==> src/rtl/reg_dump_tx_pkg.sv <==
// Shared types and constants for the register dump transmitter.
package reg_dump_tx_pkg;

  typedef enum logic [2:0] {
    StIdle,
    StLoad,
    StSend,
    StWait,
    StFin
  } state_e;

  // Which part of the frame the current byte comes from
  typedef enum logic [1:0] {
    SrcHeader,
    SrcPc,
    SrcReg
  } src_e;

  localparam logic [7:0]  DefaultHeader = 8'hA5;
  localparam int unsigned FrameBytes    = 130;

endpackage

==> src/rtl/reg_dump_tx.sv <==
// Streams a frame of HEADER, PC and every register word (MSB first) out through a byte UART.
module reg_dump_tx
  import reg_dump_tx_pkg::*;
#(
  parameter int unsigned       NB_DATA = 32,
  parameter int unsigned       NB_REG  = 5,
  parameter int unsigned       N_BITS  = 8,
  parameter int unsigned       NB_PC   = 7,
  parameter logic [N_BITS-1:0] HEADER  = DefaultHeader
) (
  input  logic               clk,
  input  logic               rst_n,
  input  logic               start_i,
  input  logic [NB_PC-1:0]   pc_i,
  output logic [NB_REG-1:0]  reg_addr_o,
  input  logic [NB_DATA-1:0] reg_data_i,
  output logic [N_BITS-1:0]  tx_data_o,
  output logic               tx_start_o,
  input  logic               tx_done_i,
  output logic               busy_o,
  output logic               done_o
);

  state_e              state_q;
  src_e                src_q;
  logic [NB_PC-1:0]    pc_q;
  logic [NB_DATA-1:0]  word_q;
  logic [1:0]          byte_idx_q;
  logic [NB_REG-1:0]   reg_idx_q;
  logic [NB_REG-1:0]   reg_addr_q;
  logic [N_BITS-1:0]   tx_data_q;
  logic                tx_start_q;
  logic                busy_q;
  logic                done_q;

  // 4:1 byte mux, index 0 selects the most significant byte
  function automatic logic [N_BITS-1:0] byte_sel(input logic [NB_DATA-1:0] word,
                                                 input logic [1:0]         idx);
    logic [N_BITS-1:0] b;
    case (idx)
      2'd0:    b = word[NB_DATA-1            -: N_BITS];
      2'd1:    b = word[NB_DATA-1 -   N_BITS -: N_BITS];
      2'd2:    b = word[NB_DATA-1 - 2*N_BITS -: N_BITS];
      default: b = word[NB_DATA-1 - 3*N_BITS -: N_BITS];
    endcase
    return b;
  endfunction

  always_ff @(posedge clk or negedge rst_n) begin
    if (!rst_n) begin
      state_q    <= StIdle;
      src_q      <= SrcHeader;
      pc_q       <= '0;
      word_q     <= '0;
      byte_idx_q <= '0;
      reg_idx_q  <= '0;
      reg_addr_q <= '0;
      tx_data_q  <= '0;
      tx_start_q <= 1'b0;
      busy_q     <= 1'b0;
      done_q     <= 1'b0;
    end else begin
      tx_start_q <= 1'b0;
      done_q     <= 1'b0;
      unique case (state_q)
        StIdle: begin
          if (start_i) begin
            pc_q       <= pc_i;
            busy_q     <= 1'b1;
            src_q      <= SrcHeader;
            byte_idx_q <= '0;
            reg_idx_q  <= '0;
            reg_addr_q <= '0;
            tx_data_q  <= HEADER;
            tx_start_q <= 1'b1;
            state_q    <= StSend;
          end
        end
        StSend: state_q <= StWait;
        StWait: begin
          if (tx_done_i) begin
            unique case (src_q)
              SrcHeader: begin
                src_q      <= SrcPc;
                tx_data_q  <= N_BITS'(pc_q);
                tx_start_q <= 1'b1;
                state_q    <= StSend;
              end
              SrcPc: begin
                src_q   <= SrcReg;
                state_q <= StLoad;
              end
              default: begin
                if (byte_idx_q == 2'd3) begin
                  if (&reg_idx_q) begin
                    done_q  <= 1'b1;
                    busy_q  <= 1'b0;
                    state_q <= StFin;
                  end else begin
                    reg_idx_q  <= reg_idx_q + 1'b1;
                    reg_addr_q <= reg_idx_q + 1'b1;
                    byte_idx_q <= 2'd0;
                    state_q    <= StLoad;
                  end
                end else begin
                  byte_idx_q <= byte_idx_q + 2'd1;
                  tx_data_q  <= byte_sel(word_q, byte_idx_q + 2'd1);
                  tx_start_q <= 1'b1;
                  state_q    <= StSend;
                end
              end
            endcase
          end
        end
        // Word is latched once here so later bank writes cannot disturb bytes 1..3
        StLoad: begin
          word_q     <= reg_data_i;
          tx_data_q  <= byte_sel(reg_data_i, 2'd0);
          tx_start_q <= 1'b1;
          state_q    <= StSend;
        end
        StFin:   state_q <= StIdle;
        default: state_q <= StIdle;
      endcase
    end
  end

  assign reg_addr_o = reg_addr_q;
  assign tx_data_o  = tx_data_q;
  assign tx_start_o = tx_start_q;
  assign busy_o     = busy_q;
  assign done_o     = done_q;

endmodule
==> config.mk <==
export PLATFORM = sky130hd
export DESIGN_NAME = reg_dump_tx
export DESIGN_NICKNAME = d
export VERILOG_FILES = /design/src/rtl/reg_dump_tx_pkg.sv /design/src/rtl/reg_dump_tx.sv
export SDC_FILE = /design/constraint.sdc
export NUM_CORES = 1
export LEC_CHECK = 0
export ABC_AREA = 1
export CORE_MARGIN = 5
export CORE_UTILIZATION = 50
export CTS_BUF_LIST = sky130_fd_sc_hd__clkbuf_8
export DETAILED_ROUTE_END_ITERATION = 10
export PLACE_DENSITY_LB_ADDON = 0.3
export SLEW_MARGIN = 40
export SYNTH_ARGS = -nofsm -noshare
export SYNTH_HDL_FRONTEND = slang
export SYNTH_SLANG_ARGS = --single-unit
==> constraint.sdc <==
create_clock -name clk -period 2.3 [get_ports clk]
set_input_delay 0.575 -clock clk [delete_from_list [all_inputs] [get_ports clk]]
set_output_delay 0.575 -clock clk [all_outputs]
set_load 0.01 [all_outputs]
; ---- Word level (Yosys, flattened, before mapping)
; Index checks and enable logic that the tools add are counted.
[totals]
reg_bits = 62
latchBits = 0
ram_bits = 0
romBits = 0
input_bits = 43
out_inout_bits = 16
elab_cells = 86
n_memories = 0
[classes]
addsub = 2
multipliers = 0
div = 0
magnitude_cmp = 0
eq_ne = 17
shift = 0
mux = 43
n_bitwise = 0
n_reduce_logical = 14
[op_table]
columns = cell, n
row1 = 8-bit one-hot mux with 3 select lines, 2
row2 = 5-bit 2-to-1 mux, 5
row3 = 8-bit 2-to-1 mux, 3
row4 = 8-bit one-hot mux with 2 select lines, 1
row5 = 5-bit AND reduction, 3
row6 = "2-bit inequality test, second input constant", 7
row7 = 1-bit 2-to-1 mux, 13
row8 = 2-bit 2-to-1 mux, 6
row9 = 3-bit 2-to-1 mux, 4
row10 = 2-bit one-hot mux with 2 select lines, 3
row11 = 3-bit one-hot mux with 4 select lines, 1
row12 = 6-bit AND reduction, 2
row13 = 5-bit one-hot mux with 2 select lines, 1
row14 = "3-bit inequality test, second input constant", 3
row15 = "3-bit by 2-bit equality test with 1-bit output, second input constant", 2
row16 = 3-bit one-hot mux with 2 select lines, 1
row17 = "5-bit by 1-bit adder with 5-bit output, second input constant", 1
row18 = "2-bit by 1-bit equality test with 1-bit output, second input constant", 2
row19 = "2-bit equality test, second input constant", 2
row20 = 2-bit zero test, 2
row21 = 1-bit one-hot mux with 2 select lines, 2
row22 = 2-bit AND reduction, 2
row23 = 4-bit AND reduction, 1
row24 = "3-bit by 1-bit equality test with 1-bit output, second input constant", 1
row25 = 6 further kinds, 6

; ---- Longest topological paths before layout
; Gate-level depths: netlist (run 1).
[logic_depth]
depth_word = 7
ltp_mapped = 11
depth_no_buf = 10

; ---- Least setup slack after synthesis (run 1)
; No wires, ideal clock.
[synth_path]
path_type = flip-flop to flip-flop
startpoint = register, netlist name reg_addr_o[0]
endpoint = register reg_addr_q[0] (netlist: reg_addr_o[0])
setup_ns = 0.117
t_arrival_ns = 1.433
t_required_ns = 2.183
slack_ns = 0.750
stages_incl_launch_ff = 9
n_path_buf = 0
synth_period_minus_slack_ns = 1.550
path_cell_list = dfrtp_1 -> ha_1 -> nand2_1 -> nor2_1 -> ha_1 -> o21ai_0 -> nand3_1 -> nand2_1 -> nand2_1
[synth_rtl]
columns = element, line_no
row1 = "end signal, assigned", reg_dump_tx.sv:101  ; reg_addr_q <= reg_idx_q + 1'b1;
row2 = "end, declared", reg_dump_tx.sv:30  ; logic [NB_REG-1:0] reg_addr_q;

; ---- Worst setup path after layout (run 1)
[layout_path]
startpoint = register reg_addr_q[2] (netlist: reg_addr_o[2])
endpoint = output reg_addr_o[2]
[layout_rtl]
columns = element, line_no
row1 = "end, declared", reg_dump_tx.sv:15  ; output logic [NB_REG-1:0] reg_addr_o,
; No word-level cell between the ends.

==> results of run 1 <==
how the worst max path moves through the flow:
stage                     to  depth (start not counted)  slack, ps
6_report       reg_addr_o[2]                          1        400
3_5_place_dp   reg_addr_o[0]                          8        310
2_1_floorplan  reg_addr_o[0]                          8        750
4_1_cts        reg_addr_o[0]                          1        390
5_1_grt        reg_addr_o[0]                          1        350
3_3_place_gp   reg_addr_o[1]                          8        360
cell type report:
cell class,instances,area (sq um),share of cell area
sequential,62,1551,0.3898
clock buffer,9,123.9,0.03112
multi-input combinational,300,1380,0.3467
timing repair buffer,66,635.6,0.1597
clock inverter,7,90.09,0.02263
tap,75,93.84,0.02358
inverter,28,105.1,0.02641
stage by stage:
step           std cells  power, W  setup WS, ps
2_1_floorplan        404  0.003290         750.4
5_1_grt              547  0.005512         352.4
3_5_place_dp         531  0.004015         308.8
4_1_cts              547  0.005071         394.2
6_report             547  0.005060         402.4
3_3_place_gp         531  0.003962         357.8
per-layer routing:
layer,global-route usage,vias to the layer above
met3,0.05587,14
met5,0,-
met4,0.08379,0
met1,0.2727,1303
li1,-,1387
met2,0.3327,87
cell families (layout without fill, tap and decap cells):
family | Yosys count | after routing | synth area share
and+or+nand+nor | 256 | 256 | 0.3449
DFF | 62 | 62 | 0.4996
buffers and inverters | 42 | 110 | 0.05600
AOI/OAI and AO/OA | 31 | 31 | 0.04996
adders and majority gates | 8 | 8 | 0.03223
muxes | 4 | 4 | 0.01450
xor gates and xnor gates | 1 | 1 | 0.002821
cell usage in the layout, fill, tap and decap left out, types with 2 or more instances in the layout:
cell / n
ha_1: 8
nor2_4: 2
dfrtp_1: 62
buf_4: 8
nor2_1: 25
nand2_1: 178
o21ai_0: 15
inv_1: 28
mux2_2: 4
bufinv_16: 2
nor3_1: 4
a21oi_1: 15
clkdlybuf4s50_1: 57
nand3_1: 32
clkbuf_8: 9
clkinv_2: 2
or2_2: 6
nand2_2: 3
nand2_4: 2
registers in the layout, indices dropped and copies added, names as in the netlist:
signal	flops
busy_o	1
byte_idx_q	2
done_o	1
pc_q	7
reg_addr_o	5
src_q	2
state_q	3
tx_data_o	8
tx_start_o	1
word_q	32
power breakdown:
part	leakage (nW)	switching, W	internal, W
clock	0.110	0.000432	0.000604
combinational	1.16	0.00126	0.000876
sequential	0.770	0.000320	0.00157
total	2.04	0.00201	0.00305
==> results.txt, run 1 <==
Antenna diode count = 0
Unrepaired setup endpoints after global routing = false
Setup Viol. Count Final = 0
Cell variety after synth = 24
Gr ovfl total = 0
Post-cts hold buffer count = 0
Synth Net Count = 455
Post-route DRC = 0
CP Data Required Time = 1730 ps
Worst VDD drop = 699.8 uV
Vias = 2791
Skew-Pair Late Insertion Delay = 340 ps
Most area-consuming cells after synthesis = dfrtp_1 (50%), nand2_1 (22%), nand3_1 (5.2%)
RR Endpoint = tx_data_o[4]
Fillers = 507
Area leader, netlist = dfrtp_1
Cells resized by post-CTS repair = 0
Bufs on Longest Clock Path = 2
Die height = 88.81 um
H-tree depth = 3
Vias per cell = 5.102
# Max-Cap Violations = 0
Post-synth ARST share = 1.000
Clock-pin slew on the worst setup and hold paths = 70 ps
Area grow syn2layout = 28.16%
Slew @ Worst Pin = 492.8 ps
Final net count = 518
Critical path buffer and inverter count = 1
Hold Slack = 243.7 ps
M1 WL = 3219 um
Post-route setup TNS = 0 ps
Routed len/inst = 13.62 um
Clock Skews = 7.039 ps
CTS Buf Count = 9
CP Launch Type = flop
Post-CTS Setup Repair Bufs = 0
Arr. time, crit path = 1320 ps
CP Cell Sequence = clkdlybuf4s50_1
Final Hold Vio Count = 0
Die ar. = 7887 sq um
CP Capture Type = output pin
Core Box Area = 5991 sq um
Initial antenna violation count = 0
First-pass GRT wire length = 12580 um
LEAKAGE = 2.037 nW
CP Class = flop to output pin
Pin count of the biggest net entering global routing = 34
Most frequent cells after synthesis = nand2_1 (178), dfrtp_1 (62), nand3_1 (32)
Yosys warning count = 0
IO Pins = 59
Port Buf Inserts = 58
Initial DRC count = 200
Clock tree from TritonCTS = done
Share of layout cells above drive strength 1 = 0.08898
Starting Density = 0.5184
Max layer used = met4
Slowest cell on the critical path = clkdlybuf4s50_1
Max_slew headroom = 0.6703
Synth Cell Area = 3105 sq um
Fmax = 527.0 MHz
Vias in the first global route = 2791
Fin crit period = 1898 ps
Mean Syn Cell Area = 7.687 sq um
Row cnt = 28
Placed cell area = 3766 sq um
Slowest stage delay, CP = 560 ps
Cells after Synth = 404
Synth top area share = 0.4996
Worst min-delay path class = input pin to async pin
Reg2reg path depth = 8
Top-count cell post-synth = nand2_1
Crit. Startpoint = reg_addr_o[2]
DR WL met3 = 525 um
Cell family with most CP delay = buffers and inverters
Detailed Routing Iterations Pass 1 = 5
Sequential area share after synthesis = 0.4996
Final wirelength = 7450 um
Worst flop-to-flop path startpoint = byte_idx_q[0]
Cell area after layout = 3980 sq um
Post-DRT Antenna Nets = 0
Yosys reg bits = 62
Total power per unit cell area = 1271 nW/um^2
Global Route Usage Sum = 0.2094
Post-DP HPWL = 5464 um
Clock net sink count = 62
Met2 Routed Length = 3576 um
Final Max Slew Viols = 0
Flop2flop setup slack = 550 ps
Final Cycle Share = 0.8251
Critical Path Fanout Max = 5
Post-synth EDFFs = 0
Die X-Extent = 88.81 um
Core Util, Final = 0.6644
Placer Congestion = 0.8784
Clk root buf = clkbuf_8
Outcome = completed
Ys flop type = dfrtp_1
(Power assumes the default switching activity.)
==> run 2, diff against run 1 <==
CORE_UTILIZATION = 49   (was 50)
clock period = 1.65 ns   (was 2.3 ns; I/O delays follow)
==> run 2 against run 1 <==
- global-route usage rose by 0.094 points
- sequential power rose by 39%
- first-iteration DRC count fell by 4.5%
- clock skew rose by 3.4 ps
- sequential cell count did not move
- via count rose by 2.5%
- clock power rose by 30%
- critical path depth rose by 1
- sequential share of layout area fell by 1.3 points
- clock-buffer cell count rose by 2
- non-clock buffer count rose by 17
- utilization fell by 0.40 points
==> results.txt, run 2 (synthesis gave the netlist of run 1 again) <==
Total power per unit cell area = 1736 nW/um^2 (+37%)
Clock net sink count = 62 (unchanged)
# Max-Cap Violations = 0 (unchanged)
First-pass GRT wire length = 12650 um (+0.55%)
Non-Filler Instances = 566 (+3.5%)
Vias in the first global route = 2857 (+2.4%)
Core Util, Final = 0.6604 (-0.003984)
Placed cell area = 3879 sq um (+3.0%)
Max_slew headroom = 0.7784 (+0.1081)
CTS Buf Count = 9 (unchanged)
Pre-CTS WS = -26.79 ps (-335.6 ps)
Critical Path Fanout Max = 4 (-1)
Sw power = 0.002861 W (+42%)
Skew-Pair Late Insertion Delay = 350 ps (about the same)
Worst Setup Slack, final = 77.83 ps (-324.5 ps)
Int Power = 0.004293 W (+41%)
Global Route Usage Sum = 0.2103 (+0.0009402)
Fmax = 636.1 MHz
LEAKAGE = 2.200 nW (+8.0%)
Arr. time, crit path = 1160 ps (-160 ps)
Worst VDD drop = 1415 uV (+100%)
H-tree depth = 3 (unchanged)
Final Max Slew Viols = 0 (unchanged)
Final wirelength = 7743 um (+3.9%)
Fillers = 548 (+8.1%)
Most frequent cells in the layout = nand2_1 (176), dfrtp_1 (61), clkdlybuf4s50_1 (41), nand3_1 (31), inv_1 (27)
Post-route DRC = 0 (unchanged)
Sw Share = 0.3999 (+0.002885)
Placed cell count = 546 (+2.8%)
Clk root buf = clkbuf_8
Slew @ Worst Pin = 332.4 ps (-160.3 ps)
Post-DP HPWL = 5702 um (+4.4%)
Unrepaired setup endpoints after global routing = false
IO Pins = 59 (unchanged)
Final Hold Vio Count = 0 (unchanged)
Die height = 89.61 um (+0.90%)
Post-DRT Antenna Nets = 0 (unchanged)
Final net count = 535 (+3.3%)
Port Buf Inserts = 58 (unchanged)
Placer Congestion = 0.8965 (+2.1%)
Clock tree from TritonCTS = done
CP Capture Type = output pin
CP Launch Type = flop
Bufs on Longest Clock Path = 2 (unchanged)
Most common cell after layout, fill and taps aside = nand2_1
Clock Skews = 10.47 ps (+3.426 ps)
Initial antenna violation count = 0 (unchanged)
Seq pwr share = 0.367 (-0.007)
Die ar. = 8030 sq um (+1.8%)
Antenna diode count = 0 (unchanged)
Slowest cell on the critical path = dfrtp_1
Setup Viol. Count Final = 0 (unchanged)
Post-cts hold buffer count = 0 (unchanged)
Clock-pin slew on the worst setup and hold paths = 70 ps (about the same)
Core Box Area = 6241 sq um (+4.2%)
Hold Slack = 60.15 ps (-183.6 ps)
Outcome = completed
Cell area after layout = 4121 sq um (+3.6%)
Die X-Extent = 89.61 um (+0.90%)
Vias per cell = 5.057 (-0.90%)
Largest Register = word_q
CP Class = flop to output pin
CP Cell Sequence = buf_4 -> dlygate4sd2_1
Combinational power share = 0.444 (+0.022)
CP Data Required Time = 1240 ps (-490 ps)
Vias = 2862 (+2.5%)
Slowest stage delay, CP = 390 ps (-170 ps)
Pin count of the biggest net entering global routing = 63 (+85%)
Area grow syn2layout = 32.72%
Share of layout cells above drive strength 1 = 0.1370 (+0.04803)
Fin crit period = 1572 ps
Routed len/inst = 13.68 um (+0.44%)
Worst min-delay path class = input pin to async pin
Detailed Routing Iterations Pass 1 = 4 (-1)
Starting Density = 0.4976 (-0.02079)
Gr ovfl total = 0 (unchanged)
Initial DRC count = 191 (-4.5%)
Final Cycle Share = 0.9528
Clock share of power = 0.189 (-0.016)
Row cnt = 29 (+3.6%)
Max FFs per register = 32 (unchanged)
-- run 2: stage by stage --
stage	TNS, ps	power (W)
floorplan	0	0.004586
global placement	0	0.005683
detailed placement	-118.4	0.005795
CTS	0	0.007094
global route	0	0.007743
finish	0	0.007154
-- run 2: cell type report --
cell class	count	area, sq um	area share
multi-input cells	300	1404	0.3406
well taps	77	96.34	0.02338
inverters	28	105.1	0.02550
flip-flops and latches	62	1553	0.3767
clock buffers	11	151.4	0.03673
clock inverters	5	48.80	0.01184
repair buffers	83	763.2	0.1852
-- run 2: power by group through the flow --
stage	Sequential, W	Clock (W)	Combinational [W]
3_3_place_gp	0.00263	0	0.00305
5_1_grt	0.00269	0.00145	0.00361
6_report	0.00262	0.00135	0.00317
3_5_place_dp	0.00264	0	0.00315
2_1_floorplan	0.00256	0	0.00202
4_1_cts	0.00262	0.00138	0.00309
-- run 2: repair_timing --
item / 4_1_cts / 5_1_grt
gates resized for setup: 15 / 12
endpoints found under the setup margin: 18 / 16
buffers inserted: 1 / 3
pin swaps: 0 / 3
-- run 2: worst paths after layout --
path	startpoint	end	slack, ps	depth (start not counted)
worst max-delay path	reg_addr_o[0]	reg_addr_o[0]	80	2
worst min-delay path	rst_n	word_q[8]	60	2
worst max register to register	reg_addr_o[0]	reg_addr_o[1]	140	9
worst min register to register	word_q[7]	word_q[7]	480	2
max in group asynchronous	rst_n	byte_idx_q[0]	1300	2
min in group clk	word_q[7]	word_q[7]	480	2
-- run 2: metal layers --
metal	vias to the layer above	global-route usage	wire length [um]
met1	1340	0.2562	3315
met3	17	0.07391	486
li1	1428	-	-
met5	-	0	0
met4	0	0.07442	119
met2	77	0.3464	3820
-- run 2: critical path, delay by kind of cell, from the launching register on --
family	cells	cell delay, ps
DFF	1	390
buffers and inverters	2	430
==> run 3, diff against run 2 <==
SETUP_SLACK_MARGIN = 0.3   (was unset)
==> run 3 against run 2 <==
- clock skew down 2.4 ps
- worst hold slack worse by 4.3 ps
- routed wire length grew 31%
- clock-buffer cell count is the same
- critical path depth up 7
- maximum frequency grew 1.5%
- first-iteration DRC count grew 26%
- sequential share of layout area is 6.4 points lower
- global-route usage is 2.1 points higher
- combinational power rose by 56%
- utilization up 14 points
- setup slack improved by 23 ps
==> results.txt, run 3 (synthesis gave the netlist of run 1 again) <==
Clock-pin slew on the worst setup and hold paths = 70 ps (about the same)
CP Class = flop to flop
Row cnt = 29 (unchanged)
CP Data Required Time = 1890 ps (+650 ps)
Vias per cell = 5.405 (+6.9%)
LEAKAGE = 2.452 nW (+11%)
Fin crit period = 1549 ps (-23.32 ps)
CP Launch Type = flop
Worst min-delay path class = input pin to async pin
Die height = 89.61 um (unchanged)
Port Buf Inserts = 58 (unchanged)
Global Route Usage Sum = 0.2311 (+0.02076)
Vias = 3200 (+12%)
H-tree depth = 3 (unchanged)
Slew @ Worst Pin = 344.1 ps (+11.68 ps)
Final Cycle Share = 0.9387 (-0.01413)
Final net count = 562 (+5.0%)
Final Max Slew Viols = 0 (unchanged)
Clock tree from TritonCTS = done
Worst VDD drop = 1234 uV (-13%)
First-pass GRT wire length = 13970 um (+10%)
Most common cell after layout, fill and taps aside = nand2_1
Routed len/inst = 17.08 um (+25%)
Final wirelength = 10110 um (+31%)
Post-cts hold buffer count = 0 (unchanged)
Placer Congestion = 0.8449 (-5.8%)
Clock Skews = 8.061 ps (-2.404 ps)
Pin count of the biggest net entering global routing = 63 (unchanged)
Bufs on Longest Clock Path = 2 (unchanged)
Post-route DRC = 0 (unchanged)
Detailed Routing Iterations Pass 1 = 6 (+2)
Largest Register = word_q
Area grow syn2layout = 60.64%
Most frequent cells in the layout = nand2_1 (129), dfrtp_1 (54), clkdlybuf4s50_1 (41), nand2_2 (36), buf_4 (27)
Setup Viol. Count Final = 0 (unchanged)
Starting Density = 0.4976 (unchanged)
Arr. time, crit path = 1790 ps (+630 ps)
Initial antenna violation count = 0 (unchanged)
Gr ovfl total = 0 (unchanged)
Clk root buf = clkbuf_8
Fmax = 645.6 MHz (+1.5%)
Final Hold Vio Count = 0 (unchanged)
CTS Buf Count = 9 (unchanged)
Die ar. = 8030 sq um (unchanged)
Non-Filler Instances = 592 (+4.6%)
Die X-Extent = 89.61 um (unchanged)
Max FFs per register = 32 (unchanged)
Clock net sink count = 62 (unchanged)
Initial DRC count = 241 (+26%)
# Max-Cap Violations = 0 (unchanged)
Outcome = completed
IO Pins = 59 (unchanged)
Vias in the first global route = 2983 (+4.4%)
Antenna diode count = 0 (unchanged)
Skew-Pair Late Insertion Delay = 350 ps (about the same)
Core Box Area = 6241 sq um (unchanged)
Placed cell count = 544 (-0.37%)
Reg2reg path depth = 9 (unchanged)
Post-DP HPWL = 5698 um (about the same)
Critical Path Fanout Max = 5 (+1)
Post-DRT Antenna Nets = 0 (unchanged)
Max_slew headroom = 0.7706 (-0.007785)
Tot Pwr = 0.009317 W (+30%)
Total power per unit cell area = 1868 nW/um^2 (+7.6%)
Share of layout cells above drive strength 1 = 0.4019 (+0.2649)
Post-route setup TNS = 0 ps (unchanged)
Unrepaired setup endpoints after global routing = true
CP Capture Type = flop
run 3: cell types whose count changed in the layout (fill, tap and decap cells not counted), moves of 8 or more:
| cell | previous run | this run |
|---|---|---|
| o21ai_0 | 13 | 5 |
| nand3_2 | 1 | 13 |
| buf_6 | 0 | 10 |
| nand2_4 | 3 | 19 |
| ha_4 | 0 | 8 |
| dlygate4sd2_1 | 14 | 0 |
| nand2_2 | 4 | 36 |
| buf_2 | 1 | 15 |
| nand3_1 | 31 | 17 |
| nand2_1 | 176 | 129 |
run 3: final cells by class:
| cell class | count | area (sq um) |
|---|---|---|
| inverters | 28 | 115.1 |
| multi-input cells | 302 | 1918 |
| clock buffers | 11 | 151.4 |
| well taps | 77 | 96.34 |
| clock inverters | 4 | 70.07 |
| flip-flops and latches | 62 | 1562 |
| repair buffers | 108 | 1076 |
| fillers | 372 | 1252 |
run 3: power breakdown:
group          total, W  internal (W)  switching, W
Clock           0.00152      0.000919      0.000598
Sequential      0.00284       0.00220      0.000636
Combinational   0.00496       0.00230       0.00266
Total           0.00932       0.00543       0.00389
run 3: per-stage QoR:
| step | hold slack, ps | util | area, sq um | setup WS, ps |
|---|---|---|---|---|
| global placement | 445.2 | 0.6295 | 3929 | 24.57 |
| CTS | 74.56 | 0.7243 | 4521 | 122.9 |
| finish | 55.88 | 0.7993 | 4989 | 101.1 |
| detailed placement | 449.0 | 0.6295 | 3929 | -30.80 |
| floorplan | 116.9 | - | 3177 | 196.0 |
| global route | 86.77 | 0.7993 | 4989 | -10.63 |
run 3: what timing repair did:
item                       CTS  global route
pin swaps                   36            51
setup endpoints to repair   69            53
cloned                       2             4
resized for setup          123           100
setup buffers               18             9
run 3: per-layer routing:
metal,vias up,track usage,share of wire
met5,-,0,0
met4,0,0.08525,0.026
li1,1488,-,-
met3,26,0.06204,0.058
met1,1555,0.2864,0.39
met2,131,0.3870,0.53
run 3: final timing paths:
path | start | to | slack, ps
worst max-delay path | byte_idx_q[1] | tx_data_o[6] | 100
worst min-delay path | rst_n | word_q[15] | 60
worst max register to register | byte_idx_q[1] | tx_data_o[6] | 100
worst min register to register | word_q[12] | word_q[12] | 490
max in group asynchronous | rst_n | reg_addr_o[4] | 1280
min in group clk | word_q[12] | word_q[12] | 490
run 3: worst max-delay path, stage by stage, from the launching register on:
cell,delay [ps]
dfrtp_2,470
buf_6,140
ha_4,180
buf_12,140
a21oi_1,140
nand3_1,130
nand3_2,90
nand2_1,50
nand2_1,60
nand2_1,50
